## src/rtl/lid_fifo_pkg.sv

```systemverilog
// Shared types and helpers for the credit-based latency-insensitive channel FIFO.
package lid_fifo_pkg;

  localparam int MIN_FIFO_ADDR = 1;
  localparam int MAX_FIFO_ADDR = 10;

  typedef enum logic {
    RD_NORMAL    = 1'b0,
    RD_SHOWAHEAD = 1'b1
  } read_mode_e;

  // Widest occupancy counter any legal configuration can need.
  typedef logic [MAX_FIFO_ADDR:0] usedw_max_t;

  function automatic int fifo_depth(input int addr);
    return 32'sd1 << addr;
  endfunction

  function automatic int usedw_bits(input int addr);
    return addr + 32'sd1;
  endfunction

  function automatic read_mode_e to_read_mode(input int showahead);
    return (showahead != 32'sd0) ? RD_SHOWAHEAD : RD_NORMAL;
  endfunction

endpackage

```

## src/rtl/lid_fifo_ram.sv

```systemverilog
// Simple dual-port storage array; read port is combinational (show-ahead) or registered (normal).
module lid_fifo_ram
  import lid_fifo_pkg::*;
#(
  parameter int         DATA_WIDTH = 16,
  parameter int         ADDR_WIDTH = 2,
  parameter string      RAMSTYLE   = "MLAB",
  parameter read_mode_e READ_MODE  = RD_SHOWAHEAD
) (
  input  logic                         clock,
  input  logic                         reset,
  input  logic                         i_wr_en,
  input  logic [ADDR_WIDTH-1:0]        i_wr_addr,
  input  logic signed [DATA_WIDTH-1:0] i_wr_data,
  input  logic                         i_rd_en,
  input  logic [ADDR_WIDTH-1:0]        i_rd_addr,
  output logic signed [DATA_WIDTH-1:0] o_rd_data
);

  (* ramstyle = RAMSTYLE *) logic signed [DATA_WIDTH-1:0] r_mem [fifo_depth(ADDR_WIDTH)];

  // Write port; contents are intentionally never cleared.
  always_ff @(posedge clock) begin
    if (i_wr_en) begin
      r_mem[i_wr_addr] <= i_wr_data;
    end
  end

  generate
    if (READ_MODE == RD_SHOWAHEAD) begin : g_comb_rd
      logic w_unused;
      assign w_unused  = i_rd_en ^ reset;
      assign o_rd_data = r_mem[i_rd_addr];
    end else begin : g_reg_rd
      logic signed [DATA_WIDTH-1:0] r_rd_data;
      // Registered read; holds the last dequeued word between reads.
      always_ff @(posedge clock) begin
        if (reset) begin
          r_rd_data <= '0;
        end else if (i_rd_en) begin
          r_rd_data <= r_mem[i_rd_addr];
        end
      end
      assign o_rd_data = r_rd_data;
    end
  endgenerate

endmodule

```

## src/rtl/lid_credit_fifo.sv

```systemverilog
// Receiver-side channel FIFO returning one credit pulse per accepted dequeue,
// with registered occupancy status and sticky overflow/underflow flags.
module lid_credit_fifo
  import lid_fifo_pkg::*;
#(
  parameter int    DATA_WIDTH  = 16,
  parameter int    FIFO_ADDR   = 2,
  parameter int    SHOWAHEAD   = 1,
  parameter int    ALMOST_FULL = (1 << FIFO_ADDR) - 1,
  parameter string RAMSTYLE    = "MLAB"
) (
  input  logic                         clock,
  input  logic                         reset,
  input  logic signed [DATA_WIDTH-1:0] i_data,
  input  logic                         i_enq,
  input  logic                         i_deq,
  output logic signed [DATA_WIDTH-1:0] o_data,
  output logic                         o_valid,
  output logic                         o_empty,
  output logic                         o_full,
  output logic                         o_almost_full,
  output logic [FIFO_ADDR:0]           o_usedw,
  output logic                         o_credit,
  output logic                         o_overflow,
  output logic                         o_underflow
);

  localparam int         DEPTH     = fifo_depth(FIFO_ADDR);
  localparam read_mode_e READ_MODE = to_read_mode(SHOWAHEAD);

  typedef logic [usedw_bits(FIFO_ADDR)-1:0] usedw_t;
  localparam usedw_t               DEPTH_U = usedw_t'(DEPTH);
  localparam usedw_t               AF_U    = usedw_t'(ALMOST_FULL);
  localparam usedw_t               USED_1  = usedw_t'(1);
  localparam logic [FIFO_ADDR-1:0] PTR_1   = FIFO_ADDR'(1);

  generate
    if (FIFO_ADDR < MIN_FIFO_ADDR || FIFO_ADDR > MAX_FIFO_ADDR) begin : g_bad_addr
      $error("lid_credit_fifo: FIFO_ADDR %0d outside %0d..%0d", FIFO_ADDR, MIN_FIFO_ADDR, MAX_FIFO_ADDR);
    end
    if (ALMOST_FULL < 1 || ALMOST_FULL > DEPTH) begin : g_bad_af
      $error("lid_credit_fifo: ALMOST_FULL %0d outside 1..%0d", ALMOST_FULL, DEPTH);
    end
  endgenerate

  logic [FIFO_ADDR-1:0]         r_wr_ptr, r_rd_ptr;
  usedw_t                       r_usedw, w_usedw_nxt;
  logic                         r_empty, r_full, r_afull, r_valid, r_credit, r_ovf, r_unf;
  logic                         w_deq_ok, w_enq_ok, w_ovf_evt, w_unf_evt;
  logic signed [DATA_WIDTH-1:0] w_ram_data;

  // A dequeue needs stored data; an enqueue into a full FIFO is legal only alongside a dequeue.
  always_comb begin
    w_deq_ok  = i_deq & ~r_empty;
    w_enq_ok  = i_enq & (~r_full | w_deq_ok);
    w_ovf_evt = i_enq & r_full & ~w_deq_ok;
    w_unf_evt = i_deq & r_empty;
    case ({w_enq_ok, w_deq_ok})
      2'b10:   w_usedw_nxt = r_usedw + USED_1;
      2'b01:   w_usedw_nxt = r_usedw - USED_1;
      default: w_usedw_nxt = r_usedw;
    endcase
  end

  // Pointers, occupancy and all status derived from next-state occupancy.
  always_ff @(posedge clock) begin
    if (reset) begin
      r_wr_ptr <= '0;
      r_rd_ptr <= '0;
      r_usedw  <= '0;
      r_empty  <= 1'b1;
      r_full   <= 1'b0;
      r_afull  <= 1'b0;
      r_valid  <= 1'b0;
      r_credit <= 1'b0;
      r_ovf    <= 1'b0;
      r_unf    <= 1'b0;
    end else begin
      if (w_enq_ok) r_wr_ptr <= r_wr_ptr + PTR_1;
      if (w_deq_ok) r_rd_ptr <= r_rd_ptr + PTR_1;
      r_usedw  <= w_usedw_nxt;
      r_empty  <= (w_usedw_nxt == '0);
      r_full   <= (w_usedw_nxt == DEPTH_U);
      r_afull  <= (w_usedw_nxt >= AF_U);
      r_valid  <= (READ_MODE == RD_SHOWAHEAD) ? (w_usedw_nxt != '0) : w_deq_ok;
      r_credit <= w_deq_ok;
      r_ovf    <= r_ovf | w_ovf_evt;
      r_unf    <= r_unf | w_unf_evt;
    end
  end

  lid_fifo_ram #(
    .DATA_WIDTH (DATA_WIDTH),
    .ADDR_WIDTH (FIFO_ADDR),
    .RAMSTYLE   (RAMSTYLE),
    .READ_MODE  (READ_MODE)
  ) u_ram (
    .clock     (clock),
    .reset     (reset),
    .i_wr_en   (w_enq_ok),
    .i_wr_addr (r_wr_ptr),
    .i_wr_data (i_data),
    .i_rd_en   (w_deq_ok),
    .i_rd_addr (r_rd_ptr),
    .o_rd_data (w_ram_data)
  );

  // Show-ahead presents zero while empty so stale memory never leaks out.
  assign o_data        = (READ_MODE == RD_SHOWAHEAD && r_empty) ? '0 : w_ram_data;
  assign o_valid       = r_valid;
  assign o_empty       = r_empty;
  assign o_full        = r_full;
  assign o_almost_full = r_afull;
  assign o_usedw       = r_usedw;
  assign o_credit      = r_credit;
  assign o_overflow    = r_ovf;
  assign o_underflow   = r_unf;

endmodule
```

## config.mk

```make
export PLATFORM = sky130hd
export DESIGN_NAME = lid_credit_fifo
export DESIGN_NICKNAME = d
export VERILOG_FILES = /design/src/rtl/lid_fifo_pkg.sv /design/src/rtl/lid_fifo_ram.sv /design/src/rtl/lid_credit_fifo.sv
export SDC_FILE = /design/constraint.sdc
export NUM_CORES = 1
export LEC_CHECK = 0
export CELL_PAD_IN_SITES_DETAIL_PLACEMENT = 0
export CELL_PAD_IN_SITES_GLOBAL_PLACEMENT = 1
export CORE_MARGIN = 5
export CORE_UTILIZATION = 26
export CTS_BUF_LIST = sky130_fd_sc_hd__clkbuf_16
export DETAILED_ROUTE_END_ITERATION = 12
export PLACE_DENSITY = 0.63
export SETUP_SLACK_MARGIN = 0.5
export SLEW_MARGIN = 20
export SYNTH_ARGS = -nofsm -noshare
export SYNTH_HDL_FRONTEND = slang
export SYNTH_SLANG_ARGS = --single-unit
```

## constraint.sdc

```tcl
create_clock -name clock -period 2.5 [get_ports clock]
set_clock_uncertainty 0.2 [all_clocks]
set_input_delay 0.25 -clock clock [delete_from_list [all_inputs] [get_ports clock]]
set_output_delay 0.25 -clock clock [all_outputs]
set_load 0.02 [all_outputs]
```

Word-level counts from Yosys, hierarchy flattened. Memory sizes are Yosys's and may differ from the RTL's. A register that Yosys moved wholly into a read port is not among the register bits. Cells that the tools add are included. Widths: inputs -> output; s select.

Add/sub/neg operators: 4. Magnitude comparators: 1. Equality and inequality tests: 3. Multiplexer cells: 6. Bitwise operators: 11. Reductions and logical operators: 2.

Operators by type and width (number): $mux 16 (1); $pmux 3 s2 (1); $and 1x1->1 (5); $add 2x1->2 const B (2); $mux 2 (2); $add 3x1->3 const B (1); $eq 3x3->1 const B (1); $ge 3x2->1 const B (1); $logic_not 3->1 (1); $not 1->1 (3); $or 1x1->1 (3); $reduce_bool 3->1 (1); $sub 3x1->3 const B (1); $eq 2x1->1 const B (1); $eq 2x2->1 const B (1); $mux 1 (2).

Bits in registers: 14. Memory bits (writable): 64. Output and inout bits: 26. Memories kept: 1.

Memory list: u_ram.r_mem (words 4, bits a word 16, read ports 1, clocked after Yosys merged registers in 1, wr ports 1, RTL line lid_fifo_ram.sv:20) `(* ramstyle = RAMSTYLE *) logic signed [DATA_WIDTH-1:0] r_mem [fifo_depth(ADDR_WIDTH)];`.

Longest topological paths before layout.
Word-level depth: 7. Depth in mapped cells: 9. Depth with buffers taken out: 9.

Modules after synthesis. From an unflattened synthesis, not the netlist that was laid out.

Cells, all modules: 171. Area, all modules: 3126.7 sq um.

By module, submodules not included: lid_fifo_ram (instances 1, cells each 88, area each 2377.3 sq um, seq. area each 1921.8 sq um); lid_credit_fifo (instances 1, cells each 83, area each 749.5 sq um, seq. area each 280.3 sq um).

Worst setup path before layout. Ideal clock, no wire load.

Path kind: reg-to-reg. Start point: register r_empty, in the netlist o_empty. End point: register r_full, in the netlist o_full. Setup time: 86 ps. Data arrival time: 2292 ps. Data required time: 2214 ps. Path slack: -77 ps. Stages on the path, launching flop included: 10. Buffers on the path: 0. Path through: dfxtp_1 > nand2b_4 > a21boi_4 > inv_2 > ha_1 > inv_1 > fa_1 > xor2_1 > or3_1 > a211oi_1.

Cells in the longest elaborated chain, start to end: 7. Elaborated cells between the ends (all ways): 8.

Ends and longest elaborated chain: from (decl) (RTL line lid_credit_fifo.sv:48) `logic r_empty, r_full, r_afull, r_valid, r_credit, r_ovf, r_unf;`; from (signal assigned) (RTL line lid_credit_fifo.sv:82) `r_empty <= (w_usedw_nxt == '0);`; $not 1->1 * (RTL line lid_credit_fifo.sv:54) `w_deq_ok = i_deq & ~r_empty;`; $and 1x1->1 * (RTL line lid_credit_fifo.sv:54); $or 1x1->1 (RTL line lid_credit_fifo.sv:55) `w_enq_ok = i_enq & (~r_full | w_deq_ok);`; $and 1x1->1 (RTL line lid_credit_fifo.sv:55); $eq 2x1->1 or $eq 2x2->1 (tied branches) (RTL line lid_credit_fifo.sv:58) `case ({w_enq_ok, w_deq_ok})`; $pmux 3 s2 * (RTL line lid_credit_fifo.sv:58); $eq 3x3->1 * (RTL line lid_credit_fifo.sv:83) `r_full <= (w_usedw_nxt == DEPTH_U);`; to (signal assigned) (RTL line lid_credit_fifo.sv:83); to (decl) (RTL line lid_credit_fifo.sv:48).

Every way passes the cells marked *; elsewhere a longest branch is shown, timed or not. A chain may end at the register's enable or synchronous reset.

Final worst setup path.
Start point: register r_empty, in the netlist o_empty. End point: register r_empty, in the netlist o_empty.

Cells in the longest elaborated chain, start to end: 7. Elaborated cells between the ends (all ways): 8.

Ends and longest elaborated chain (RTL line): $not 1->1 * (lid_credit_fifo.sv:54); $and 1x1->1 * (lid_credit_fifo.sv:54); $or 1x1->1 (lid_credit_fifo.sv:55); $and 1x1->1 (lid_credit_fifo.sv:55); $eq 2x1->1 or $eq 2x2->1 (tied branches) (lid_credit_fifo.sv:58); $pmux 3 s2 * (lid_credit_fifo.sv:58); $logic_not 3->1 * (lid_credit_fifo.sv:82).

Marks and branches as above.

==> key figures <==
Run status
  – Run status: completed

Logic synthesis
  – Area share of and/or/nand/nor cells after synthesis: 9.62%
  – Share of Yosys cell area claimed by the top area cell type: around 59%
  – Number of enable-type register cells in the synthesized netlist: 64
  – Synth unique cells: 32
  – Area of the mapped netlist: 0.00324 mm2
  – Share of synthesized area spent on multiplexers: between 10% and 20%
  – Adder-Cell Fraction of Synth Area: 2.55%
  – Asr flop ratio synth: 0%
  – Seq/Total Area, Yosys: roughly 69%
  – Xor and xnor area share after synthesis: 1.35%
  – Top area cells in the synthesized netlist: sky130_fd_sc_hd__edfxtp_1 59%, sky130_fd_sc_hd__mux4_2 11%, sky130_fd_sc_hd__dfxtp_1 9.9%
  – Post-synthesis average cell area: 18.3 um2
  – Yosys warnings: 0
  – Synth Area in Compound Gates: 2.63%
  – Register bit total from synthesis: 80
  – Cell with the most instances after synthesis: sky130_fd_sc_hd__edfxtp_1
  – Dominant combinational cell family by area after synthesis: multiplexers
  – Syn Inst Count: around 180
  – Top cell types by occurrence after synthesis: 64 x sky130_fd_sc_hd__edfxtp_1, 16 x sky130_fd_sc_hd__dfxtp_1, 16 x sky130_fd_sc_hd__mux4_2
  – Net count after synthesis: 203
  – Synth Flop Type: sky130_fd_sc_hd__edfxtp_1
  – Largest area contributor in the netlist: sky130_fd_sc_hd__edfxtp_1

Global route
  – GR Overflow Total: 0
  – Wire length of the first global-routing pass: just over 9000 um
  – GR Layer Usage met1: around a tenth
  – Met3 track demand over resource in global routing: 2.41%
  – Via count of the first global-routing pass: 1739
  – Gr usage total: 8.45%
  – Maximum number of pins on one net before global-route repair: 20
  – Antenna violations before repair: 0
  – Met2 GRT Util: 14.0%
  – GR peak layer: met2

Clock network
  – Longest Clk Path Bufs: 2
  – Number of hold buffers added after CTS: 0
  – Number of levels in the clock H-tree: 3
  – Worst-skew pair later-pin latency: 0.33 ns
  – Clock sink count: 80
  – Master cell of the clock root buffer: sky130_fd_sc_hd__clkbuf_16
  – CTS clk-pin slew, worst paths: 0.06 ns
  – Number of clock buffers inserted by TritonCTS: 9
  – CTS tree: yes

Finish
  – P&R area growth vs syn: 38.7%
  – Layout Cell Area excl Fill: 0.00449 mm2
  – ANT cells: 0
  – Share of cells above drive strength 1: 39.0%
  – Number of nets in the final layout: 270
  – Filler cell count in the final layout: 1160

Setup path
  – Kind of critical path: reg -> reg
  – Startpoint kind of the worst setup timing path: flip-flop
  – Arrival time at the worst endpoint: 2.20 ns
  – Data required, critical path: 2.52 ns
  – Reg2reg setup slack: 0.32 ns
  – Critical path capture point type: flip-flop
  – Top fanout value on the critical path: 4

Power
  – Worst IR Drop VDD: just over 400 uV
  – PD cells: 874 mW/mm2
  – Gate power share: 26.6%
  – Switch Pwr: 1040 uW
  – Portion of total power attributed to sequential cells: 40.9%
  – Cell Int Power: 2890 uW
  – Clock group share of total power: 32.5%
  – Standby leakage power: 0.00157 uW
  – Net Sw Frac: 26.5%

Drt
  – Vias per cell: 4.05
  – Routed wire per std cell: 14.1 um
  – Starting DRC count in detailed routing: 92
  – DRC violation count after routing: 0
  – Total detailed-routing wirelength: 5900 um
  – First drt pass iteration count: 4
  – DRT antenna net count: 0
  – Total number of vias: 1687

Floorplan
  – IO Pins: 46
  – Std-Cell Rows: 40
  – Die Area: 0.0148 mm2
  – Chip Width: 122 um
  – Std-Cell Core Area: 0.0121 mm2
  – Starting Density: 26.7%
  – Vert. Die Dim: 122 um

Timing
  – RSZ-0062 raised after global routing: yes
  – WHS: roughly 0.27 ns
  – Share of the clock period used by the worst path: 87.1%
  – Peak clock frequency supported by timing: about 460 MHz
  – # setup viols final: 0
  – Least-Margin Pin Slew: around 0.65 ns
  – Min Tclk post-route: 2.18 ns
  – Worst slew margin: 56.6%
  – Count of final max-slew check failures: 0
  – Hold Vio Cnt, Final: 0

Placement
  – Post-place instance area: 0.00402 mm2
  – Placed wire-length estimate: about 3800 um
  – Global placer's final weighted congestion: between 0.6 and 0.7
  – Count of input and output buffers: 45

Worst hold path
  – Type of the most critical hold path: reg -> reg

Run
  – Reported max-cap violation count: 0
==> registers in the layout (all words and copies together), names as in the netlist, named ones only <==
signal / count
o_full: 1
o_credit: 1
o_empty: 1
o_usedw: 3
u_ram.r_mem: 64
o_overflow: 1
r_rd_ptr: 2
o_almost_full: 1
r_wr_ptr: 2
o_underflow: 1
o_valid: 1
==> final timing paths <==
kind                       to  cells past startpoint         from
hold / removal    o_underflow                      2  o_underflow
hold reg to reg   o_underflow                      2  o_underflow
setup reg to reg      o_empty                      8      o_empty
setup / recovery      o_empty                      8      o_empty
==> worst max-delay path, cell delays in order (launching register included) <==
cell,delay [ns]
sky130_fd_sc_hd__dfxtp_4,0.34
sky130_fd_sc_hd__nand2b_4,0.16
sky130_fd_sc_hd__a21boi_4,0.14
sky130_fd_sc_hd__inv_2,0.06
sky130_fd_sc_hd__ha_4,0.16
sky130_fd_sc_hd__inv_2,0.05
sky130_fd_sc_hd__fa_2,0.44
sky130_fd_sc_hd__and3b_1,0.22
sky130_fd_sc_hd__a221o_1,0.31
==> power by group through the flow <==
stage	clock [uW]	combinational, uW	sequential [uW]
floorplan	0	522	1670
global placement	0	932	1630
detailed placement	0	932	1630
CTS	1310	1000	1610
global route	1390	1130	1620
finish	1280	1050	1610
==> placed cells by master, fill, tap and decap left out, types with 2 or more instances in the layout <==
cell,instances
sky130_fd_sc_hd__ha_1,4
sky130_fd_sc_hd__inv_2,3
sky130_fd_sc_hd__clkinvlp_4,2
sky130_fd_sc_hd__dfxtp_1,14
sky130_fd_sc_hd__inv_1,4
sky130_fd_sc_hd__nor2b_1,2
sky130_fd_sc_hd__dfxtp_4,2
sky130_fd_sc_hd__buf_12,6
sky130_fd_sc_hd__clkbuf_16,9
sky130_fd_sc_hd__nor2b_4,15
sky130_fd_sc_hd__xor2_1,4
sky130_fd_sc_hd__mux4_2,16
sky130_fd_sc_hd__nand2b_1,2
sky130_fd_sc_hd__edfxtp_1,64
sky130_fd_sc_hd__buf_4,11
sky130_fd_sc_hd__and2_1,4
sky130_fd_sc_hd__clkdlybuf4s50_1,27
sky130_fd_sc_hd__buf_6,15
sky130_fd_sc_hd__nor2_1,13
sky130_fd_sc_hd__a21oi_1,3
==> cells by family after synthesis <==
| family | Yosys count |
|---|---|
| buf+inv | 15 |
| simple gates | 42 |
| compound gates | 11 |
| mux | 18 |
| xor+xnor | 5 |
| fa+ha+maj | 6 |
| flops | 80 |
==> metal layers <==
metal  part of all wire (%)  up-vias
met5                      0        -
li1                       -      801
met3                    4.6       11
met4                    2.5        0
met2                     51       34
met1                     42      841
==> per-stage QoR <==
step	cells	power [uW]	utilization, %	setup TNS, ns	worst slack (ns)
CTS	414	3920	36.4	0	0.301
floorplan	177	2190	-	0	0.186
finish	417	3930	37.1	0	0.322
global route	417	4130	37.1	0	0.229
detailed placement	395	2560	33.2	-0.232	-0.0933
global placement	395	2560	33.2	-0.111	-0.0602
==> area by class of cell <==
class                   instances  area (um2)  share of cell area [%]
repair buffers                 64         719                    16.0
clock inverters                 7        71.3                    1.59
well taps                     168         210                    4.68
clock buffers                   9         225                    5.01
inverters                       7        26.3                   0.585
multi-input cells              82         990                    22.0
flip-flops and latches         80        2250                    50.1
==> what timing repair did <==
item	CTS	global route
cloned	1	0
resized for setup	101	18
setup endpoints to repair	23	23
pin swaps	2	1
buffers inserted	2	3
Note: power is estimated with default switching activity, not from simulation.
